**config.mk**
```make
export PLATFORM = sky130hd
export DESIGN_NAME = fb_arbiter
export DESIGN_NICKNAME = d
export VERILOG_FILES = /design/src/rtl/fb_arbiter.sv
export SDC_FILE = /design/constraint.sdc
export NUM_CORES = 1
export LEC_CHECK = 0
export BUFFER_PORTS_ARGS = -buffer_cell sky130_fd_sc_hd__clkbuf_2
export CAP_MARGIN = 0
export CORE_MARGIN = 4
export CORE_UTILIZATION = 60
export DETAILED_ROUTE_END_ITERATION = 10
export GPL_ROUTABILITY_DRIVEN = 0
export PLACE_DENSITY = 0.79
export SETUP_SLACK_MARGIN = 0.4
export SYNTH_ARGS = -nofsm -noshare
export SYNTH_HDL_FRONTEND = slang
export SYNTH_SLANG_ARGS = --single-unit
export TNS_END_PERCENT = 50
```
**constraint.sdc**
```tcl
create_clock -name clock_in -period 3.8 [get_ports clock_in]
set_input_delay 0.76 -clock clock_in [delete_from_list [all_inputs] [get_ports clock_in]]
set_output_delay 0.76 -clock clock_in [all_outputs]
set_load 0.02 [all_outputs]
```
**src/rtl/fb_arbiter.sv**
```systemverilog
// Frame-buffer port arbiter: display reads always win, capture writes drain via a FIFO.
// Optional FB_DROP_COUNT_EN adds a saturating dropped-write counter output.
module fb_arbiter #(
  parameter int ADDR_W  = 15,
  parameter int DATA_W  = 8,
  parameter int FIFO_AW = 4
) (
  input  logic               clock_in,
  input  logic               reset,
  input  logic               rdReq,
  input  logic [ADDR_W-1:0]  rdAddr,
  output logic               rdValid,
  output logic [DATA_W-1:0]  rdData,
  input  logic               wrReq,
  input  logic [ADDR_W-1:0]  wrAddr,
  input  logic [DATA_W-1:0]  wrData,
  output logic               wrFull,
  output logic [FIFO_AW:0]   wrLevel,
  output logic [ADDR_W-1:0]  memAddr,
  output logic               memWe,
  output logic [DATA_W-1:0]  memWData,
  input  logic [DATA_W-1:0]  memRData
`ifdef FB_DROP_COUNT_EN
  ,
  output logic [15:0]        dropCount
`endif
);

  localparam int DEPTH = 1 << FIFO_AW;
  localparam logic [FIFO_AW:0] FULL_LVL =
    (FIFO_AW+1)'(DEPTH);

  typedef enum logic [1:0] {
    IDLE,
    READ,
    WRITE
  } slot_t;

  slot_t              state;
  logic [ADDR_W-1:0]  qAddr [DEPTH];
  logic [DATA_W-1:0]  qData [DEPTH];
  logic [FIFO_AW-1:0] headPtr;
  logic [FIFO_AW-1:0] tailPtr;
  logic [FIFO_AW:0]   level;
  logic               rdPend;
  logic               push;
  logic               pop;

  assign wrLevel = level;
  assign wrFull  = (level == FULL_LVL);
  // fullness is judged before the same-edge pop
  assign push    = wrReq && !wrFull;
  assign pop     = !rdReq && (level != '0);

  always_ff @(posedge clock_in) begin
    if (push) begin
      qAddr[tailPtr] <= wrAddr;
      qData[tailPtr] <= wrData;
    end
  end

  always_ff @(posedge clock_in) begin
    if (reset) begin
      state    <= IDLE;
      memAddr  <= '0;
      memWe    <= 1'b0;
      memWData <= '0;
      rdPend   <= 1'b0;
      rdValid  <= 1'b0;
      rdData   <= '0;
      headPtr  <= '0;
      tailPtr  <= '0;
      level    <= '0;
    end else begin
      rdPend  <= (state == READ);
      rdValid <= rdPend;
      if (rdPend) rdData <= memRData;
      if (push) tailPtr <= tailPtr + 1'b1;
      if (pop) headPtr <= headPtr + 1'b1;
      level <= level
             + (FIFO_AW+1)'(push)
             - (FIFO_AW+1)'(pop);
      unique case (1'b1)
        rdReq: begin
          state   <= READ;
          memAddr <= rdAddr;
          memWe   <= 1'b0;
        end
        pop: begin
          state    <= WRITE;
          memAddr  <= qAddr[headPtr];
          memWData <= qData[headPtr];
          memWe    <= 1'b1;
        end
        default: begin
          state <= IDLE;
          memWe <= 1'b0;
        end
      endcase
    end
  end

`ifdef FB_DROP_COUNT_EN
  always_ff @(posedge clock_in) begin
    if (reset) begin
      dropCount <= '0;
    end else if (wrReq && wrFull
                 && dropCount != 16'hFFFF) begin
      dropCount <= dropCount + 1'b1;
    end
  end
`endif

endmodule

```
-- Yosys cells after proc, flatten, opt, wreduce, memory -nomap -nowiden
Memories as Yosys holds them, arrays and structs flattened. A register that Yosys moved wholly into a read port is not among the register bits.
Cells that the tools add are included.
- register bits after elaboration: 41
- bits in latches: 0
- memory bits (writable): 368
- memory bits (read-only): 0
- output and inout bits: 39
- word-level logic and storage cells: 30
- memories: 2
- add/subtract/negate cells: 4
- multiply operators: 0
- div/mod/pow operators: 0
- magnitude comparators: 0
- equality and inequality tests: 2
- shift-type cells: 0
- multiplexer cells: 7
- bitwise operators: 0
- reduce and logical (&&, ||, !) cells: 6
- memories (memory ; depth ; width ; read ports ; clocked after memory_dff ; write ports ; RTL line ; source):
    qAddr ; 16 ; 15 ; 1 ; 1 ; 1 ; 40 ; logic [ADDR_W-1:0] qAddr [DEPTH];
    qData ; 16 ; 8 ; 1 ; 1 ; 1 ; 41 ; logic [DATA_W-1:0] qData [DEPTH];
- operator list (operator ; count):
    one-hot mux 15 bit (2 select lines) ; 1
    adder 4 x 1 -> 4 bit (second input constant) ; 2
    2-to-1 mux 4 bit ; 2
    adder 5 x 1 -> 5 bit ; 1
    equality test 5 bit (second input constant) ; 1
    nonzero test 5 bit ; 1
    subtractor 5 x 1 -> 5 bit ; 1
    one-hot mux 2 bit (2 select lines) ; 1
    2-to-1 mux 1 bit ; 3
    equality test 2 x 1 -> 1 bit (second input constant) ; 1
    logical AND 1 bit ; 2
    logical NOT 1 bit ; 2
    nonzero test 2 bit ; 1

-- Longest topological paths before layout
- word-level depth: 5
- mapped depth: 16
- gate-level depth less buffers: 14

-- Worst setup path before layout
OpenSTA, ideal clock, no wires.
- path type: flip-flop to flip-flop
- start point: reg level[2] (netlist: wrLevel[2])
- end point: mem qAddr[0][0], enable pin
- setup time: 432 ps
- arrival time: 2952 ps
- setup slack: 416 ps
- stages on the path, launching flop included: 8
- clock period less this slack: 3384 ps
- cell sequence: dfxtp_1 -> inv_1 -> ha_1 -> nand4bb_1 -> and2_1 -> clkbuf_1 -> nand2_1 -> nor3_1
- cells in the longest elaborated chain, start to end: 5
- ends and longest elaborated chain (what ; RTL line ; source):
    from (decl) ; 44 ; logic [FIFO_AW:0] level;
    from (signal assigned) ; 80 ; level <= level
    equality test 5 bit ; 50 ; assign wrFull = (level == FULL_LVL);
    logical NOT 1 bit ; 52 ; assign push = wrReq && !wrFull;
    logical AND 1 bit ; 52 ;
    2-to-1 mux 1 bit ; 56 ; if (push) begin
    2-to-1 mux 1 bit (implied by the code) ; 57 ; qAddr[tailPtr] <= wrAddr;
    to (decl) ; 40 ;
Every way passes these cells.

-- Worst setup path in the final report
- start point: reg level[3] (netlist: wrLevel[3])
- end point: reg level[4] (netlist: wrLevel[4])
- cells in the longest elaborated chain, start to end: 5
- elaborated cells between the ends (all ways): 7
- ends and longest elaborated chain (what ; RTL line ; source):
    equality test 5 bit ; 50 ;
    logical NOT 1 bit ; 52 ;
    logical AND 1 bit ; 52 ;
    adder 5 x 1 -> 5 bit ; 81 ; + (FIFO_AW+1)'(push)
    subtractor 5 x 1 -> 5 bit (*) ; 82 ; - (FIFO_AW+1)'(pop);
Mark *: on every way between the ends. The rest lies on a longest branch, timed or not.
A chain may end at the register's enable or synchronous reset.

==> key figures <==
Power
  • Pwr/cell area: roughly 610 nW/um2
  • Design Power: approximately 0.011 W
  • VDD IR max: 0.000462 V
  • Pleak: a little over 6 nW

Min path
  • Type of the worst min-delay path: reg -> reg

GRT
  • GRT Util Overall: 0.242
  • First-pass GRT wire length: between 50000 and 60000 um
  • Largest net degree at the start of global routing: 34
  • Vias in the first global route: roughly 8600
  • Initial antenna violation count: 1
  • GRT Residual Overflow: 0

STA
  • Max Freq: roughly 0.32 GHz
  • Period utilisation layout: 0.823
  • Slew headroom: 0.267
  • Final slew viol count: 0
  • Setup tns final: 0 ns
  • RSZ-0062 raised after global routing: no
  • Worst Tran Pin Value: between 1 and 1.5 ns
  • Hold slack: between 0.3 and 0.4 ns
  • Setup violations, final: 0
  • Final worst path period need: 3.13 ns
  • Final hold vios: 0
  • Setup slack after layout: around 0.67 ns
  • Skew final: 0.0197 ns

Placement
  • Number of port buffers: 88
  • Dpl ws: about 0.48 ns
  • DP HPWL: around 20000 um

Final layout
  • Synth-to-layout area growth: 13.8%
  • Filler cell count: approximately 1600
  • # diodes: 0
  • Nets: just under 1000
  • Layout cells sized above 1: 0.318

Clock tree
  • Htree depth: 2
  • CTS root buf: clkbuf_16
  • Cts hold-fix bufs: 0
  • Total CTS buffers: 42
  • Number of clock sinks: approximately 420
  • # resized after CTS: 0
  • Bufs on Longest Clock Path: 3
  • TritonCTS clock tree: done
  • Postcts setup bufs: 0
  • Worst-path clk slew: 0.06 ns
  • Clk_lat worst skew: 0.54 ns

Logic synthesis
  • Post-synth top cells: edfxtp_1, mux4_2, dfxtp_1
  • EDFF count, synth: approximately 370
  • Yosys Warn Count: 0
  • Main area contributors after synthesis: edfxtp_1, mux4_2, dfxtp_1
  • Ys flop type: edfxtp_1
  • Mapped Nets: between 800 and 900
  • Yosys reg bits: between 400 and 500
  • Synth top area share: 0.687
  • Register area share after synthesis: 0.753
  • Async SR Flop Fraction: 0
  • Biggest area consumer among synthesized cells: edfxtp_1
  • Synthesized cell area: 16100 um2
  • Synth Instances: between 700 and 800
  • Mean Syn Cell Area: just over 20 um2
  • Number of distinct library cells after synthesis: 42
  • Most frequent cell after synthesis: edfxtp_1

Detailed routing
  • Pre-Repair DR Iteration Count: 5
  • Final wirelength: 34700 um
  • Wire per inst: between 20 and 30 um
  • DRT iter0 DRCs: around 1000
  • Vias post-DR: between 8000 and 9000
  • Via-per-instance ratio: around 6.4
  • Antenna viol nets, final: 0
  • Post-route DRC: 0

Die
  • Die Span Y: 172 um
  • Die span in x: approximately 170 um
  • Core ar.: 26200 um2
  • Starting Density: 0.614
  • DIE AREA: slightly below 30000 um2
  • # IOs: 89
  • Rows: 59

Run status
  • Run status: finished, final reports clean

Worst setup path
  • WP data required: roughly 4.2 ns
  • CP Class: reg -> reg
  • Crit path DAT: between 3 and 4 ns
  • Worst-path fanout max: 14
  • Setup crit end kind: flip-flop
  • Worst Setup Start Kind: flip-flop

Run
  • Max-cap violations: 0
[worst max-delay path: stages, from the launching register on]
cell	delay (ns)
dfxtp_1	0.33
inv_1	0.09
ha_1	0.20
or4b_4	0.52
nand2_1	0.14
inv_2	0.16
ha_1	0.32
inv_1	0.06
ha_1	0.15
inv_1	0.06
fa_1	0.41
nor2b_1	0.18
o21bai_1	0.11
nand3_1	0.09
nor3b_1	0.21
[placed cells by master (no fill, tap or decap), drive strengths merged, types with 2 or more instances in the layout]
master    instances
nor2b             4
mux2              7
nor2             33
o21ai             6
nand3            15
mux4             90
a221o             2
edfxtp          368
nand2b            6
nor3b             2
xor2              4
or2               2
mux2i            42
a22oi             3
ha               11
clkbuf          148
dfxtp            53
a21o             11
buf              36
a211oi            2
clkinvlp          2
nor3              8
nand2            12
inv              18
clkinv           13
o221ai           16
o22ai            13
a22o              2
xnor2             4
a21oi            14
[power breakdown]
group          internal [W]  switching [W]
logic              0.000857        0.00102
registers           0.00529       0.000263
clock network       0.00215        0.00164
total               0.00830        0.00292
[layer usage]
metal  global-route usage  wire length (um)  up-vias
li1                     -                 -     3500
met1                0.344             14000     4243
met2                0.385             16700      432
met3               0.0476              2970       74
met4               0.0813               953        2
met5                    0                 7        -
[worst paths after layout]
kind,startpoint,end,slack (ns),depth (start not counted)
worst max-delay path,wrLevel[3],wrLevel[4],0.67,14
worst min-delay path,state[1],rdPend,0.40,1
worst max register to register,wrLevel[3],wrLevel[4],0.67,14
worst min register to register,state[1],rdPend,0.40,1
[logic make-up (layout without fill, tap and decap cells)]
family | count (synthesis) | in the layout | share of synthesized area
DFF | 421 | 421 | 0.753
muxes | 139 | 139 | 0.157
and+or+nand+nor | 88 | 88 | 0.0271
AOI/OAI and AO/OA | 70 | 70 | 0.0306
buffers and inverters | 60 | 217 | 0.0184
adders and majority gates | 12 | 12 | 0.00980
xor gates and xnor gates | 8 | 8 | 0.00435
[registers in the layout, summed over array words and instances (netlist names), named ones only]
register and count:
memAddr 15, memWe 1, state 2, headPtr 4, qAddr 240, tailPtr 4, qData 128, rdData 8
rdPend 1, wrLevel 5, rdValid 1, memWData 8
[stage by stage]
step	area, um2	utilization	std cells
final	18300	0.699	1290
after global placement	17100	0.651	1213
after global routing	18300	0.699	1290
after CTS	18300	0.699	1290
after floorplan	16100	-	798
after detailed placement	17100	0.651	1213
[cell type report]
class                           instances  area [um2]  area share
Multi-Input combinational cell        317        3730       0.204
Clock buffer                           60        1170      0.0639
Sequential cell                       421       12100       0.662
Tap cell                              335         419      0.0229
Clock inverter                         17        91.3     0.00499
Timing Repair Buffer                  124         723      0.0395
Inverter                               16        60.1     0.00328
Power figures use the tool's default switching activity.
